<file path="src/rtl/pwm_output_stage.sv">
// pwm_output_stage: registered output conditioner between pwm_driver and the LED pads.
// Applies MODE2 polarity and drive mode, SLEEP and the external OE pin to the raw
// PWM levels. Configuration changes take effect at PWM period boundaries so that
// no pin ever sees a runt pulse.
//
// Ports:
//   clk_i, rst_ni        clock, asynchronous active-low reset
//   counter_i  [11:0]    prescaled PWM counter; counter wrap to 0 marks a period boundary
//   pwm_i      [CH-1:0]  raw channel levels
//   mode2_i    [7:0]     MODE2: [4] INVRT, [2] OUTDRV, [1:0] OUTNE
//   sleep_i              MODE1 SLEEP
//   oe_ni                external output-enable pin (async, active-low)
//   pwm_o      [CH-1:0]  pin data
//   pwm_oe_o   [CH-1:0]  pin drive enable (1 = drive, 0 = high-Z)
//   period_start_o       one-cycle pulse per period boundary
//   active_o             applied config awake and synced OE asserted
//
// Build option: PWM_OUTPUT_STAGE_BOUNDARY_LATCH_EN
//   defined   - MODE2 and SLEEP-clear are applied at period boundaries
//   undefined - applied-config registers reload every clock (2-clock config latency)
module pwm_output_stage #(
    parameter int unsigned CHANNELS    = 16,
    parameter int unsigned SYNC_STAGES = 2
) (
    input  logic                clk_i,
    input  logic                rst_ni,
    input  logic [11:0]         counter_i,
    input  logic [CHANNELS-1:0] pwm_i,
    input  logic [7:0]          mode2_i,
    input  logic                sleep_i,
    input  logic                oe_ni,
    output logic [CHANNELS-1:0] pwm_o,
    output logic [CHANNELS-1:0] pwm_oe_o,
    output logic                period_start_o,
    output logic                active_o
);

    localparam int unsigned CNT_W   = 12;
    localparam int unsigned OUTNE_W = 2;

    logic [CNT_W-1:0]       prev_q, prev_d;
    logic                   invrt_q, invrt_d;
    logic                   outdrv_q, outdrv_d;
    logic [OUTNE_W-1:0]     outne_q, outne_d;
    logic                   sleep_q, sleep_d;
    logic [SYNC_STAGES-1:0] oe_sync_q, oe_sync_d;
    logic [CHANNELS-1:0]    pwm_q, pwm_d;
    logic [CHANNELS-1:0]    pwm_oe_q, pwm_oe_d;
    logic                   period_start_q, period_start_d;
    logic                   active_q, active_d;

    logic                   boundary_c;
    logic                   load_mode_c;
    logic                   oe_sync_c;
    logic [CHANNELS-1:0]    lvl_c;
    logic                   unused_mode2_c;

    // MODE2 bits that have no function in this block
    assign unused_mode2_c = ^{mode2_i[7:5], mode2_i[3]};

    // Period boundary: counter wraps to 0; a counter parked at 0 gives one boundary only
    always_comb begin
        prev_d         = counter_i;
        boundary_c     = (counter_i == CNT_W'(0)) && (prev_q != CNT_W'(0));
        period_start_d = boundary_c;
    end

    // Applied configuration update
    always_comb begin
        load_mode_c = 1'b0;
        sleep_d     = sleep_q;
`ifdef PWM_OUTPUT_STAGE_BOUNDARY_LATCH_EN
        // Going to sleep is immediate; waking waits for the boundary. While asleep the
        // pins are quiet, so MODE2 can follow the register without glitch risk.
        load_mode_c = boundary_c || sleep_q;
        if (sleep_i) begin
            sleep_d = 1'b1;
        end else if (boundary_c) begin
            sleep_d = 1'b0;
        end
`else
        load_mode_c = 1'b1;
        sleep_d     = sleep_i;
`endif
        invrt_d  = load_mode_c ? mode2_i[4]   : invrt_q;
        outdrv_d = load_mode_c ? mode2_i[2]   : outdrv_q;
        outne_d  = load_mode_c ? mode2_i[1:0] : outne_q;
    end

    // OE pin synchronizer; resets to the disabled level
    always_comb begin
        oe_sync_d = {oe_sync_q[SYNC_STAGES-2:0], oe_ni};
        oe_sync_c = oe_sync_q[SYNC_STAGES-1];
    end

    // Per-channel pin function
    always_comb begin
        pwm_d    = '0;
        pwm_oe_d = '0;
        lvl_c    = (sleep_q ? CHANNELS'(0) : pwm_i) ^ {CHANNELS{invrt_q}};
        if (!oe_sync_c) begin
            if (outdrv_q) begin
                pwm_d    = lvl_c;
                pwm_oe_d = '1;
            end else begin
                // Open-drain: drive low only, release for a high level
                pwm_d    = '0;
                pwm_oe_d = ~lvl_c;
            end
        end else begin
            unique case (outne_q)
                2'b00: begin
                    pwm_d    = '0;
                    pwm_oe_d = '1;
                end
                2'b01: begin
                    // Open-drain cannot drive a 1, so the pin floats in that mode
                    pwm_d    = '1;
                    pwm_oe_d = {CHANNELS{outdrv_q}};
                end
                default: begin
                    pwm_d    = '0;
                    pwm_oe_d = '0;
                end
            endcase
        end
        active_d = ~sleep_q & ~oe_sync_c;
    end

    // State and output registers
    always_ff @(posedge clk_i or negedge rst_ni) begin
        if (!rst_ni) begin
            prev_q         <= '0;
            invrt_q        <= 1'b0;
            outdrv_q       <= 1'b1;
            outne_q        <= '0;
            sleep_q        <= 1'b1;
            oe_sync_q      <= '1;
            pwm_q          <= '0;
            pwm_oe_q       <= '0;
            period_start_q <= 1'b0;
            active_q       <= 1'b0;
        end else begin
            prev_q         <= prev_d;
            invrt_q        <= invrt_d;
            outdrv_q       <= outdrv_d;
            outne_q        <= outne_d;
            sleep_q        <= sleep_d;
            oe_sync_q      <= oe_sync_d;
            pwm_q          <= pwm_d;
            pwm_oe_q       <= pwm_oe_d;
            period_start_q <= period_start_d;
            active_q       <= active_d;
        end
    end

    assign pwm_o          = pwm_q;
    assign pwm_oe_o       = pwm_oe_q;
    assign period_start_o = period_start_q;
    assign active_o       = active_q;

endmodule

</file>
<file path="config.mk">
export PLATFORM = sky130hd
export DESIGN_NAME = pwm_output_stage
export DESIGN_NICKNAME = d
export VERILOG_FILES = /design/src/rtl/pwm_output_stage.sv
export SDC_FILE = /design/constraint.sdc
export NUM_CORES = 1
export LEC_CHECK = 0
export ABC_AREA = 1
export CAP_MARGIN = 20
export CORE_MARGIN = 2
export CORE_UTILIZATION = 40
export DETAILED_ROUTE_END_ITERATION = 10
export MAX_ROUTING_LAYER = met4
export PLACE_DENSITY = 0.72
export SETUP_SLACK_MARGIN = 0.4
export SLEW_MARGIN = 20
export SYNTH_ARGS = -nofsm -noshare
export SYNTH_HDL_FRONTEND = slang
export SYNTH_SLANG_ARGS = --single-unit
</file>
<file path="constraint.sdc">
create_clock -name clk_i -period 1.9 [get_ports clk_i]
set_input_delay 0.475 -clock clk_i [delete_from_list [all_inputs] [get_ports clk_i]]
set_output_delay 0.475 -clock clk_i [all_outputs]
set_load 0.01 [all_outputs]
</file>
==> flow_summary.ini, run 1 <==
[synth]
netlist_area_sq_um = 2170
avgSynthCellArea_sq_um = 9.36
synth_edf_count = 0
netlist.area_leader.share = 0.565
seq_area_frac_synth = 0.613
ys_types = 18
yosysTopAreaCell = dfrtp_1
ys_ff_latch = 53
synth.area.mux_share = 0
ys_top_cells_by_area = dfrtp_1 (56%), nand2_1 (15%), nand3_1 (7.4%), nand2_2 (5.2%), dfstp_2 (4.8%)
synthTopCellsByCount = nand2_1 (89), dfrtp_1 (49), nand3_1 (32), nand2_2 (18), nor2_1 (14)
synthSimpleGateAreaFrac = 0.315
synthAdderAreaFrac = 0
synth_top_family_by_area = simple AND/OR/NAND/NOR gates
yosys_warnings = 0
synthArstFlopShare = 1.00
synth_compound_area_frac = 0.00749
synth_flop_cell = dfrtp_1
synth_cells = 232
synth_xor_area_frac = 0
yosysMostFrequentCell = nand2_1
synthesis.nets = 272

[sta]
worst_pin_slew_ns = 0.597
slew_violations = 0
rsz0062_at_grt = false
timing.hold.ws_ns = 0.128
slew-limit-headroom = 0.602
finClkSkew_ns = 0.00482
period_needed_ns = 1.45
period_share = 0.762
fmax_mhz = 691
fin_ws_ns = 0.452
finalSetupViolCount = 0
finalSetupTns_ns = 0
final_hold_viol_count = 0

[layout]
layout.nets = 342
fill_cells = 492
num_antenna_cells = 0
multi_input_area_sq_um = 699
layout-drive-gt1-share = 0.132
seq_area_sq_um = 1330
stdcell_count = 373
area_growth_pct = 36.9
final_cell_area_sq_um = 2970

[global_route]
grt_pass1_vias = 1645
grt.total_usage = 0.168
antenna_found_initial = 0
grt_max_degree = 34
grt_pass1_wl_mm = 7.62
gr-total-overflow = 0

[job]
maxCapViolCount = 0

[floorplanning]
rows = 26
ios = 74
start_util = 0.420
die_x_um = 77.7
dieHeight_um = 77.7
die_area_sq_um = 6030
core-area_sq_um = 5170

[drt]
wl_per_cell_um = 12.6
wl_mm = 4.68
drt_first_pass_iters = 5
remaining_drc_errors = 0
final_antenna_net_count = 0
drt_iter0_drc = 97
num_vias = 1704
drt-vias-per-instance = 4.57

[critical_path]
critPathLaunchType = flop
crit_path_top_delay_cell = dfrtp_1
cp_max_fo = 1
worstPathBufferInverterCount = 1
r2r_end = pwm_o[13]
crit_required_ns = 1.42
arrival_ns = 0.97
worst_setup_path_end_kind = output pin
r2r_start = invrt_q
critPathMaxStageDelay_ns = 0.38
reg2regPathDepth = 4
cp_top_family = flip-flops
cp_cell_sequence = dlygate4sd2_1
ff2ff_setup_slack_ns = 0.51
critPathKind = reg2out

[power_and_ir_drop]
p_leak_nw = 1.55
power_density_nw_per_um2 = 809
ir_drop_uv = 392

[placed_design]
dpl_worst_slack_ns = 0.463
gp_congestion = 0.743
placedCellCount = 365
dp_hpwl_mm = 3.22
io_buffer_count = 69
place_area_sq_um = 2900

[clock_network]
clock_latency_ns = 0.30
cts_buffers = 5
path_clk_slew_ns = 0.09
htree_levels = 2
clockRootBuffer = clkbuf_8
cts_max_path_buffers = 2
cts_tree = yes
cts_sinks = 53

[status]
status = completed

[hold_path]
hp-class = in2async
power breakdown:
group / leakage [nW] / internal [W] / switching (W)
Combinational: 0.858 / 0.000180 / 0.000206
Sequential: 0.634 / 0.00121 / 0.0000260
Clock: 0.0585 / 0.000430 / 0.000352
Total: 1.55 / 0.00182 / 0.000584
cells in the final DEF (no fill, tap or decap):
| cell type | count |
|---|---|
| inv_8 | 1 |
| dfstp_2 | 4 |
| dfrtp_1 | 49 |
| and2_0 | 1 |
| clkbuf_8 | 6 |
| inv_1 | 9 |
| nand3_1 | 32 |
| nor2_1 | 14 |
| bufinv_16 | 1 |
| buf_12 | 1 |
| buf_2 | 1 |
| dlygate4sd2_1 | 34 |
| inv_2 | 2 |
| buf_4 | 3 |
| clkdlybuf4s50_1 | 34 |
| nor2_2 | 1 |
| nor2_4 | 1 |
| nand2_2 | 18 |
| clkbuf_1 | 1 |
| nand2_1 | 89 |
| a21oi_4 | 1 |
what timing repair did:
item                       CTS  global route
setup endpoints to repair   34             0
setup buffers                0             0
gates resized for setup     34             0
hold buffers                 0             0
hold endpoints to repair     0             0
stage by stage:
step / power [W] / utilization
after CTS: 0.00243 / 0.575
after global placement: 0.00169 / 0.560
final: 0.00240 / 0.575
after detailed placement: 0.00170 / 0.560
after global routing: 0.00252 / 0.575
after floorplan: 0.00144 / -
flip-flops by register name, summed over array words and instances, names as in the netlist:
signal / flops
active_o: 1
period_start_o: 1
outne_q: 2
pwm_o: 16
outdrv_q: 1
pwm_oe_o: 16
prev_q: 12
invrt_q: 1
sleep_q: 1
oe_sync_q: 2
final cells by class:
| cell class | count | area share |
|---|---|---|
| Clock buffer | 7 | 0.0290 |
| Clock inverter | 1 | 0.0101 |
| Timing Repair Buffer | 73 | 0.231 |
| Sequential cell | 53 | 0.448 |
| Tap cell | 70 | 0.0295 |
| Multi-Input combinational cell | 157 | 0.235 |
| Inverter | 12 | 0.0177 |
cells by family after synthesis:
logic type,Yosys count
and+or+nand+nor,156
DFF,53
AOI/OAI and AO/OA,1
buffers and inverters,22
worst max path at each step:
stage          cells after the start  slack, ns          from              to
2_1_floorplan                      5       0.74      outdrv_q    pwm_oe_o[10]
3_3_place_gp                       6       0.50      pwm_i[2]     pwm_oe_o[2]
3_5_place_dp                       6       0.46  counter_i[3]  period_start_o
4_1_cts                            1       0.44   pwm_oe_o[2]     pwm_oe_o[2]
5_1_grt                            1       0.42   pwm_oe_o[2]     pwm_oe_o[2]
6_report                           1       0.45      pwm_o[8]        pwm_o[8]
routing by layer:
layer | wire length, um | track usage
met1 | 1990 | 0.204
met2 | 2350 | 0.278
met3 | 274 | 0.0326
met4 | 66 | 0.0643
met5 | 0 | -
Note: power is estimated with default switching activity, not from simulation.
==> inputs of run 2 (changes only) <==
==> constraint.sdc (replaced) <==
create_clock -name clk_i -period 1.5 [get_ports clk_i]
set_input_delay 0.375 -clock clk_i [delete_from_list [all_inputs] [get_ports clk_i]]
set_output_delay 0.375 -clock clk_i [all_outputs]
set_load 0.01 [all_outputs]
==> run 2 against run 1 <==
- count of clock-buffer cells in the layout is 1 lower
- clock skew is 0.0015 ns lower
- setup slack got worse by 0.15 ns
- core utilization grew 1.4 points
- via count increased by 2.3%
- critical endpoint is now pwm_o[11]
- die area did not move
- sequential power increased by 27%
- largest cell class unchanged
==> flow_summary.ini, run 2 (same netlist as run 1, synthesis figures left out) <==
[drt]
drt_iter0_drc = 102
remaining_drc_errors = 0
wl_mm = 4.97
drt-vias-per-instance = 4.63
final_antenna_net_count = 0
num_vias = 1744
wl_per_cell_um = 13.2
drt_first_pass_iters = 4

[critical_path]
cp_top_family = flip-flops
ff2ff_setup_slack_ns = 0.33
cp_max_fo = 1
critPathMaxStageDelay_ns = 0.39
cp_cell_sequence = buf_2
crit_required_ns = 1.12
critPathKind = reg2out
worst_setup_path_end_kind = output pin
startpoint = pwm_o[11]
worstPathBufferInverterCount = 1
critPathLaunchType = flop
reg2regPathDepth = 5
r2r_end = pwm_oe_o[3]
r2r_start = oe_sync_q[1]
crit_path_top_delay_cell = dfrtp_1
arrival_ns = 0.83

[global_route]
grt_max_degree = 33
grt_pass1_wl_mm = 8.14
grt.total_usage = 0.178
antenna_found_initial = 0
gr-total-overflow = 0
grt_pass1_vias = 1714

[floorplanning]
rows = 26
core-area_sq_um = 5170
ios = 74
die_x_um = 77.7
die_area_sq_um = 6030
start_util = 0.420
dieHeight_um = 77.7

[status]
status = completed

[placed_design]
dp_hpwl_mm = 3.38
io_buffer_count = 69
gp_congestion = 0.718
dpl_worst_slack_ns = 0.154

[clock_network]
cts_buffers = 5
postCtsHoldBufs = 0
path_clk_slew_ns = 0.09
cts_tree = yes
cts_sinks = 53
post_cts_buffers = 0
cts_max_path_buffers = 2
clock_latency_ns = 0.30
clockRootBuffer = clkbuf_8
htree_levels = 2

[power_and_ir_drop]
power_density_nw_per_um2 = 1000
p_leak_nw = 1.56
ir_drop_uv = 620
finalPower_w = 0.00306

[sta]
fin_ws_ns = 0.298
finalSetupViolCount = 0
finClkSkew_ns = 0.00336
slew-limit-headroom = 0.704
finalSetupTns_ns = 0
timing.hold.ws_ns = 0.00938
period_share = 0.801
period_needed_ns = 1.20
fmax_mhz = 832
slew_violations = 0
worst_pin_slew_ns = 0.445
rsz0062_at_grt = true
final_hold_viol_count = 0

[layout]
num_antenna_cells = 0
multi_input_area_sq_um = 790
layout_commonest_cell = nand2_1
layout-drive-gt1-share = 0.309
seq_area_sq_um = 1330
mostFrequentLayoutCells = nand2_1 (89), dfrtp_1 (49), clkdlybuf4s50_1 (34)
fill_cells = 444
layout.nets = 346
area_growth_pct = 40.3

[hold_path]
hp-class = in2async

[job]
maxCapViolCount = 0
run 2: changes by cell type in the layout (fill, tap and decap cells not counted), moves of 2 or more:
| cell | delta |
|---|---|
| buf_12 | +2 |
| buf_2 | +28 |
| buf_6 | +6 |
| dlygate4sd2_1 | -34 |
| nand3_1 | -16 |
| nand3_2 | +16 |
run 2: worst register-to-register path, cell delays in order (launching register included):
cell	delay, ns
dfstp_2	0.59
inv_2	0.06
nor2_4	0.14
a21oi_4	0.08
buf_12	0.16
nand2_1	0.09
run 2: metal layers:
metal	vias up	part of all wire	global-route usage
met1	808	0.42	0.226
met4	0	0.019	0.0607
li1	862	-	-
met5	-	0	-
met3	8	0.059	0.0407
met2	66	0.50	0.284
run 2: per-stage QoR:
step / instances / util / area [sq um]
5_1_grt: 377 / 0.589 / 3050
2_1_floorplan: 232 / - / 2180
4_1_cts: 376 / 0.562 / 2910
6_report: 377 / 0.589 / 3050
3_5_place_dp: 368 / 0.567 / 2930
3_3_place_gp: 368 / 0.567 / 2930
run 2: area by class of cell:
class,instances,share of cell area
sequential,53,0.437
clock inverter,2,0.0127
timing repair buffer,77,0.219
tap,70,0.0288
clock buffer,6,0.0238
inverter,12,0.0189
multi-input combinational,157,0.259
run 2: worst max path at each step:
stage,slack [ns],end,cells after the start
3_5_place_dp,0.15,pwm_oe_o[14],6
5_1_grt,0.26,pwm_o[11],1
4_1_cts,0.30,pwm_o[1],1
3_3_place_gp,0.17,pwm_oe_o[7],6
2_1_floorplan,0.38,pwm_oe_o[10],4
6_report,0.30,pwm_o[11],1
run 2: timing repair:
item,CTS,global route
pin swaps,0,11
endpoints found under the setup margin,66,66
gates resized for setup,144,23
cloned,0,1
run 2: power by group:
part	switching [W]	total [W]	internal, W
registers	0.0000340	0.00157	0.00153
logic	0.000291	0.000541	0.000250
clock network	0.000449	0.000951	0.000501
